`config.mk`:
```
export PLATFORM = sky130hd
export DESIGN_NAME = puzzle_move_unit
export DESIGN_NICKNAME = d
export VERILOG_FILES = /design/src/rtl/puzzle_move_unit.sv
export SDC_FILE = /design/constraint.sdc
export NUM_CORES = 1
export LEC_CHECK = 0
export BUFFER_PORTS_ARGS = -buffer_cell sky130_fd_sc_hd__buf_2
export CORE_MARGIN = 5
export CORE_UTILIZATION = 63
export CTS_CLUSTER_SIZE = 20
export DETAILED_ROUTE_END_ITERATION = 10
export HOLD_SLACK_MARGIN = 0.06
export MAX_ROUTING_LAYER = met4
export PLACE_DENSITY = 0.86
export REMOVE_ABC_BUFFERS = 1
export SLEW_MARGIN = 20
export SYNTH_ARGS = -nofsm -noshare
export SYNTH_HDL_FRONTEND = slang
export SYNTH_SLANG_ARGS = --single-unit
```
`constraint.sdc`:
```
create_clock -name clk -period 4.8 [get_ports clk]
set_input_delay 0.24 -clock clk [delete_from_list [all_inputs] [get_ports clk]]
set_output_delay 0.24 -clock clk [all_outputs]
set_load 0.03 [all_outputs]
```
`src/rtl/puzzle_move_unit.sv`:
```
// puzzle_move_unit: move executor for the 2x3 sliding-puzzle datapath.
// Reads board/count/order registers, slides the blank one cell, and writes
// back the new board, count+1 and the move appended to the order log.
// Optional feature macro: SOLVED_CHECK_EN (drives 'solved' from a GOAL compare).
module puzzle_move_unit #(
    parameter logic [3:0]  BOARD_REG = 4'd0,
    parameter logic [3:0]  CNT_REG   = 4'd1,
    parameter logic [3:0]  ORD_REG   = 4'd2,
`ifdef SOLVED_CHECK_EN
    parameter logic [17:0] GOAL      = 18'b000101100011010001,
`endif
    parameter int unsigned MAX_MOVES = 20
) (
    input  logic        clk,
    input  logic        rst_n,
    input  logic        move_valid,
    input  logic [1:0]  move_dir,
    output logic        move_ready,
    output logic [3:0]  rf_src,
    input  logic [39:0] rf_rdata,
    output logic [3:0]  rf_dst,
    output logic        rf_we,
    output logic [39:0] rf_wdata,
    output logic        done,
    output logic        illegal,
    output logic        solved
);

    typedef enum logic [3:0] {
        S_IDLE, S_RD_BOARD, S_RD_CNT, S_RD_ORD, S_CHECK,
        S_WR_BOARD, S_WR_CNT, S_WR_ORD, S_DONE
    } state_t;

    state_t      state_q, state_d;
    logic [1:0]  dir_q;
    logic [17:0] board_q;
    logic [39:0] cnt_q;
    logic [37:0] ord_q;
    logic [2:0]  blank_q;
    logic        no_blank_q;
    logic        illegal_q;
    logic [17:0] new_board_q;

    logic [2:0]  blank_d;
    logic        blank_found;
    logic        reject;
    logic [2:0]  target;
    logic [2:0]  tgt_val;
    logic [17:0] swapped;

    // Blank search on the board as it is read: lowest cell index holding 0.
    always_comb begin
        blank_d     = '0;
        blank_found = 1'b0;
        for (int unsigned i = 0; i < 6; i++) begin
            if (!blank_found && rf_rdata[3*i +: 3] == 3'd0) begin
                blank_d     = 3'(i);
                blank_found = 1'b1;
            end
        end
    end

    // Legality of the latched move and the board after swapping blank/target.
    always_comb begin
        reject = no_blank_q || (cnt_q >= 40'(MAX_MOVES));
        target = blank_q;
        unique case (dir_q)
            2'd0: begin reject = reject || (blank_q < 3'd3);  target = blank_q - 3'd3; end
            2'd1: begin reject = reject || (blank_q >= 3'd3); target = blank_q + 3'd3; end
            2'd2: begin reject = reject || (blank_q == 3'd0) || (blank_q == 3'd3); target = blank_q - 3'd1; end
            default: begin reject = reject || (blank_q == 3'd2) || (blank_q == 3'd5); target = blank_q + 3'd1; end
        endcase
        tgt_val = '0;
        for (int unsigned i = 0; i < 6; i++) begin
            if (target == 3'(i)) tgt_val = board_q[3*i +: 3];
        end
        swapped = board_q;
        for (int unsigned i = 0; i < 6; i++) begin
            if (blank_q == 3'(i))      swapped[3*i +: 3] = tgt_val;
            else if (target == 3'(i))  swapped[3*i +: 3] = 3'd0;
        end
    end

    // State register.
    always_ff @(posedge clk) begin
        if (!rst_n) state_q <= S_IDLE;
        else        state_q <= state_d;
    end

    // Operand capture: each read state latches its register at its closing edge.
    always_ff @(posedge clk) begin
        if (!rst_n) begin
            dir_q       <= '0;
            board_q     <= '0;
            cnt_q       <= '0;
            ord_q       <= '0;
            blank_q     <= '0;
            no_blank_q  <= 1'b0;
            illegal_q   <= 1'b0;
            new_board_q <= '0;
        end else begin
            unique case (state_q)
                S_IDLE:     if (move_valid) dir_q <= move_dir;
                S_RD_BOARD: begin
                    board_q    <= rf_rdata[17:0];
                    blank_q    <= blank_d;
                    no_blank_q <= ~blank_found;
                end
                S_RD_CNT:   cnt_q <= rf_rdata;
                S_RD_ORD:   ord_q <= rf_rdata[37:0];
                S_CHECK:    begin
                    illegal_q   <= reject;
                    new_board_q <= swapped;
                end
                default: ;
            endcase
        end
    end

    // Next state and Moore outputs decoded from the current state.
    // rf_we is qualified by rst_n so a reset landing in a write state commits nothing.
    always_comb begin
        state_d    = state_q;
        move_ready = 1'b0;
        rf_src     = '0;
        rf_dst     = '0;
        rf_we      = 1'b0;
        rf_wdata   = '0;
        done       = 1'b0;
        illegal    = 1'b0;
        unique case (state_q)
            S_IDLE: begin
                move_ready = 1'b1;
                if (move_valid) state_d = S_RD_BOARD;
            end
            S_RD_BOARD: begin rf_src = BOARD_REG; state_d = S_RD_CNT; end
            S_RD_CNT:   begin rf_src = CNT_REG;   state_d = S_RD_ORD; end
            S_RD_ORD:   begin rf_src = ORD_REG;   state_d = S_CHECK;  end
            S_CHECK:    state_d = reject ? S_DONE : S_WR_BOARD;
            S_WR_BOARD: begin
                rf_we    = rst_n;
                rf_dst   = BOARD_REG;
                rf_wdata = {22'b0, new_board_q};
                state_d  = S_WR_CNT;
            end
            S_WR_CNT: begin
                rf_we    = rst_n;
                rf_dst   = CNT_REG;
                rf_wdata = cnt_q + 40'd1;
                state_d  = S_WR_ORD;
            end
            S_WR_ORD: begin
                rf_we    = rst_n;
                rf_dst   = ORD_REG;
                rf_wdata = {ord_q, dir_q};
                state_d  = S_DONE;
            end
            S_DONE: begin
                done    = 1'b1;
                illegal = illegal_q;
                state_d = S_IDLE;
            end
            default: state_d = S_IDLE;
        endcase
    end

`ifdef SOLVED_CHECK_EN
    logic solved_q;

    // Solved flag follows each legal board write; rejected moves leave it alone.
    always_ff @(posedge clk) begin
        if (!rst_n)                   solved_q <= 1'b0;
        else if (state_q == S_WR_BOARD) solved_q <= (new_board_q == GOAL);
    end

    assign solved = solved_q;
`else
    assign solved = 1'b0;
`endif

endmodule
```
==> results.json, run 1 <==
{
  "outcome": "complete, no violations",
  "clk_latency_ns": 0.42,
  "grt_pass1_vias": 6756,
  "initial_utilization": 0.649,
  "cap_violations": 0,
  "hp-class": "input pin to flop",
  "synth_edf_count": 0,
  "ys_top_cells_by_area": "dfxtp_1 (35%), nand2_1 (14%), a21boi_1 (8.2%)",
  "startpoint_type": "flop",
  "gr-total-overflow": 0,
  "cp_max_fo": 17,
  "cts_max_level": 4,
  "drive_above_1_share": 0.143,
  "path_clk_slew_ns": 0.06,
  "rsz0062_at_grt": "false",
  "synth.distinct_cells": 61,
  "gp_congestion": 0.988,
  "yosysSeqAreaShare": 0.351,
  "hold_viol": 0,
  "drt_first_pass_iters": 6,
  "finalNetCount": 1055,
  "busiest_layer": "met2",
  "synth_area_leader_cell": "dfxtp_1",
  "drc": 0,
  "required_ns": 4.56,
  "top_level_ports": 98,
  "ys_warn_count": 0,
  "grtUsageMet1": 0.442,
  "area_delta_synth_final_pct": 14.8,
  "drt_iter0_drc": 918,
  "async_flop_share": 0,
  "fin_tns_setup_ns": 0,
  "synth_common_cells": "nand2_1 (267), dfxtp_1 (125), a21boi_1 (78)",
  "wl_mm": 21.5,
  "setup_viol": 0,
  "synth_ff_type": "dfxtp_1",
  "clockBufferDepth": 2,
  "postCtsSetupBuffers": 0,
  "hold_depth": 3,
  "globalRouteMet3Util": 0.0736,
  "fp.dieW_um": 116,
  "antenna_left": 0,
  "post-route-period-util": 0.752,
  "synth_seq_cells": 125,
  "grt_pass1_wl_mm": 34.1,
  "dpl-instance-area_um2": 7540,
  "worst_ir_drop_vdd_mv": 0.299,
  "critPathKind": "flop to output pin",
  "max_freq_mhz": 277,
  "portBuffers": 92,
  "clock_tree.root_cell": "clkbuf_16",
  "vias": 7292,
  "synth_most_common_cell": "nand2_1",
  "cts_buffers": 17,
  "stdcell_area_um2": 8180,
  "worstMarginPinSlew_ns": 1.05,
  "core_area_um2": 11000,
  "fp-row-count": 38,
  "clock-sinks": 125,
  "clock_skew_ns": 0.00873,
  "grt_antenna_before_repair": 1,
  "via_per_inst": 6.31,
  "finalMaxSlewViolations": 0,
  "die-height_um": 116,
  "nFillCells": 854,
  "grt_max_degree": 65,
  "wl_per_cell_um": 18.6,
  "cts_resized": 0,
  "cts_tree": "yes",
  "hold_buffers": 0,
  "p_leak_nw": 2.99,
  "synth_top_area_frac": 0.351,
  "syn_inst": 948,
  "dp.final_hpwl_mm": 14.7,
  "avgSynthCellArea_um2": 7.52,
  "crit_path_end_kind": "output pin",
  "netlist_area_um2": 7120,
  "fin_crit_ns": 3.61,
  "cp.arrival_ns": 3.37,
  "slew-limit-headroom": 0.301,
  "met2_usage": 0.490,
  "powerDensity_nw_per_um2": 354,
  "grt_usage": 0.330,
  "dieArea_um2": 13500,
  "worst_r2r_path_depth": 8
}
[per-stage QoR]
step | utilization | hold slack (ns) | total power [mW] | instances | setup slack, ns
2_1_floorplan | - | 0.373 | 1.38 | 883 | 2.00
3_3_place_gp | 0.687 | 0.441 | 1.51 | 1122 | 1.63
3_5_place_dp | 0.687 | 0.445 | 1.52 | 1122 | 1.57
4_1_cts | 0.744 | 0.0650 | 2.88 | 1154 | 1.27
5_1_grt | 0.745 | 0.0654 | 2.99 | 1155 | 0.906
6_report | 0.745 | 0.0643 | 2.90 | 1155 | 1.19
[per-layer routing]
layer  part of all wire  wire length (um)
met4              0.021               444
met1               0.43              9160
met2               0.46              9850
met3              0.096              2080
met5                  0                 0
[placed cells by master (no fill, tap or decap), types with 5 or more instances in the layout]
| master | netlist | routed |
|---|---|---|
| clkbuf_16 | 0 | 17 |
| o22ai_1 | 8 | 8 |
| nand3_1 | 26 | 26 |
| nand2b_1 | 7 | 7 |
| dfxtp_1 | 125 | 125 |
| nor2b_1 | 7 | 6 |
| mux2i_1 | 12 | 12 |
| a221oi_1 | 9 | 9 |
| inv_1 | 15 | 15 |
| ha_1 | 8 | 8 |
| mux2_1 | 6 | 6 |
| nor3_1 | 14 | 14 |
| and3_1 | 10 | 10 |
| o21ai_0 | 28 | 28 |
| nor2_1 | 46 | 46 |
| xnor2_1 | 22 | 22 |
| conb_1 | 1 | 5 |
| a21boi_1 | 78 | 78 |
| nand4_1 | 15 | 15 |
| o21ai_1 | 22 | 22 |
| a22oi_1 | 12 | 12 |
| nor4_1 | 12 | 12 |
| a21oi_1 | 24 | 24 |
| xor2_1 | 18 | 18 |
| nand2_1 | 267 | 267 |
| buf_2 | 9 | 92 |
| buf_4 | 6 | 7 |
| a21boi_0 | 23 | 23 |
[power by group]
| group | total, mW | switching (mW) | leakage [nW] | internal [mW] |
|---|---|---|---|---|
| Clock | 1.39 | 0.476 | 0.302 | 0.909 |
| Sequential | 1.15 | 0.0692 | 1.01 | 1.08 |
| Combinational | 0.366 | 0.234 | 1.68 | 0.132 |
[final cells by class]
cell class | count | area, um2 | area share
Multi-Input combinational cell | 740 | 4290 | 0.524
Sequential cell | 125 | 2500 | 0.306
Inverter | 18 | 67.6 | 0.00826
Clock buffer | 22 | 474 | 0.0580
Tap cell | 140 | 175 | 0.0214
Antenna cell | 1 | 2.50 | 0.000306
Timing Repair Buffer | 99 | 513 | 0.0627
Clock inverter | 10 | 161 | 0.0197
[state kept, by name, summed over array words and instances (netlist names)]
register,cells
cnt_q,40
ord_q,38
board_q,18
new_board_q,18
state_q,4
blank_q,3
dir_q,2
illegal_q,1
no_blank_q,1
[worst max-delay path, stage by stage (launching register included)]
cell	delay [ns]
dfxtp_1	0.85
inv_2	0.16
nor2_1	0.48
nand2_1	0.49
buf_4	0.34
nor4_1	0.28
a31oi_1	0.07
nand2_1	0.08
buf_2	0.20
[kinds of logic after synthesis]
family	count (synthesis)	synth area share
fa+ha+maj	9	0.0169
buf+inv	87	0.0506
mux	21	0.0311
xor+xnor	41	0.0530
flops	125	0.351
simple gates	423	0.260
compound gates	241	0.237
other cells	1	0.000526
[path summary, 6_finish.rpt]
path                              startpoint        endpoint  slack [ns]
worst min-delay path            rf_rdata[27]       cnt_q[27]        0.06
worst max register to register    blank_q[0]  new_board_q[6]        1.49
worst min register to register     ord_q[26]       ord_q[26]        0.45
worst max-delay path              state_q[1]    rf_wdata[36]        1.19
No activity file was read; power rests on OpenSTA's default activity.
==> inputs of run 2 (changes only) <==
--- a/config.mk
+++ b/config.mk
@@ -7,12 +7,12 @@
 export LEC_CHECK = 0
 export BUFFER_PORTS_ARGS = -buffer_cell sky130_fd_sc_hd__buf_2
 export CORE_MARGIN = 5
-export CORE_UTILIZATION = 63
+export CORE_UTILIZATION = 58
 export CTS_CLUSTER_SIZE = 20
 export DETAILED_ROUTE_END_ITERATION = 10
 export HOLD_SLACK_MARGIN = 0.06
 export MAX_ROUTING_LAYER = met4
-export PLACE_DENSITY = 0.86
+export PLACE_DENSITY = 0.8
 export REMOVE_ABC_BUFFERS = 1
 export SLEW_MARGIN = 20
 export SYNTH_ARGS = -nofsm -noshare
==> constraint.sdc (replaced) <==
create_clock -name clk -period 3.5 [get_ports clk]
set_input_delay 0.175 -clock clk [delete_from_list [all_inputs] [get_ports clk]]
set_output_delay 0.175 -clock clk [all_outputs]
set_load 0.03 [all_outputs]
==> results.json, run 2 (synthesis gave the netlist of run 1 again) <==
{
  "grt_antenna_before_repair": 0,
  "cts_max_level": 4,
  "fp-row-count": 40,
  "final_cell_mix": "nand2_1 (267), dfxtp_1 (125), buf_2 (92)",
  "drive_above_1_share": 0.147,
  "hp-class": "input pin to flop",
  "dp.final_hpwl_mm": 15.4,
  "fin_util": 0.722,
  "via_per_inst": 6.07,
  "drt_iter0_drc": 983,
  "hold_viol": 0,
  "path_clk_slew_ns": 0.06,
  "regMostFlops": "cnt_q",
  "gp_congestion": 1.01,
  "nFillCells": 945,
  "clock_skew_ns": 0.00996,
  "cts_buffers": 17,
  "fin_tns_setup_ns": 0,
  "cts_resized": 0,
  "dieArea_um2": 14600,
  "critPathKind": "flop to output pin",
  "crit_path_end_kind": "output pin",
  "powerDensity_nw_per_um2": 461,
  "cp.arrival_ns": 2.89,
  "grt_pass1_vias": 6822,
  "holdWs_ns": 0.0730,
  "slew-limit-headroom": 0.438,
  "drt_first_pass_iters": 6,
  "grt_max_degree": 52,
  "max_freq_mhz": 326,
  "worstMarginPinSlew_ns": 0.840,
  "top_regs": "cnt_q: 40 flops, ord_q: 38 flops",
  "p_leak_nw": 3.23,
  "setup_viol": 0,
  "wl_per_cell_um": 18.3,
  "die-height_um": 121,
  "drc": 0,
  "final_common_cell": "nand2_1",
  "rsz0062_at_grt": "false",
  "top_level_ports": 98,
  "required_ns": 3.32,
  "clk_latency_ns": 0.42,
  "final_cell_count_no_fill": 1214,
  "grt_pass1_wl_mm": 35.5,
  "core_area_um2": 12000,
  "gr-total-overflow": 0,
  "cap_violations": 0,
  "startpoint_type": "flop",
  "cp_max_fo": 7,
  "clock-sinks": 125,
  "vias": 7367,
  "fp.dieW_um": 121,
  "clock_tree.root_cell": "clkbuf_16",
  "fin_crit_ns": 3.06,
  "finalNetCount": 1108,
  "worst_ir_drop_vdd_mv": 0.395,
  "finalMaxSlewViolations": 0,
  "initial_utilization": 0.593,
  "area_delta_synth_final_pct": 21.7,
  "grt_usage": 0.315,
  "placed_cells": 1143,
  "antenna_left": 0,
  "wl_mm": 22.3,
  "antenna_cells": 0,
  "cts_tree": "yes",
  "portBuffers": 92,
  "largest_reg_flops": 40,
  "outcome": "complete, no violations",
  "clockBufferDepth": 2,
  "post-route-period-util": 0.875
}
[run 2: changes by cell type in the layout (fill, tap and decap cells not counted)]
cell	before	now
dlygate4sd3_1	0	39
buf_4	7	21
clkbuf_1	2	3
clkbuf_8	3	2
clkinv_4	1	2
clkinvlp_4	3	2
diode_2	1	0
nor2b_1	6	7
nor2b_2	1	0
[run 2: area by class of cell]
cell class,count,area (um2),share of cell area
multi-input cells,740,4280,0.494
inverters,18,67.6,0.00779
well taps,147,184,0.0212
clock buffers,22,464,0.0535
repair buffers,152,1010,0.116
flip-flops and latches,125,2500,0.289
clock inverters,10,163,0.0188
[run 2: critical path, stage by stage (launching register included)]
cell,delay [ns]
dfxtp_1,0.48
ha_1,0.29
nand3_1,0.23
nor4_2,0.69
nand4_1,0.19
xor2_1,0.18
o21ai_1,0.17
buf_2,0.23
[run 2: per-stage QoR]
step | worst slack [ns] | area (um2) | power (mW)
2_1_floorplan | 0.699 | 6850 | 1.89
3_3_place_gp | 0.566 | 7650 | 2.10
3_5_place_dp | 0.502 | 7650 | 2.11
4_1_cts | 0.473 | 8670 | 3.99
5_1_grt | 0.179 | 8670 | 4.15
6_report | 0.436 | 8670 | 4.00
[run 2: path summary, 6_finish.rpt]
path                    start  slack (ns)  depth (start not counted)              to
hold reg to reg     ord_q[21]        0.45                          2       ord_q[21]
hold / removal    rf_rdata[9]        0.07                          3        cnt_q[9]
setup reg to reg     dir_q[0]        0.44                          9  new_board_q[7]
setup / recovery     cnt_q[0]        0.44                          7    rf_wdata[34]
[run 2: metal layers]
layer  vias to the layer above  part of all wire  GRT usage
met5                         -                 0          -
met4                         0             0.034      0.107
met3                        62             0.091     0.0828
met2                       372              0.44      0.463
met1                      3453              0.43      0.420
li1                       3480                 -          -
[run 2: report_power, final]
part,switching (mW),internal (mW)
combinational,0.349,0.225
clock,0.647,1.23
sequential,0.0767,1.48
total,1.07,2.93
[run 2: what timing repair did]
action | CTS | global route
setup buffers | 0 | 0
hold buffers | 39 | 0
hold endpoints to repair | 77 | 0
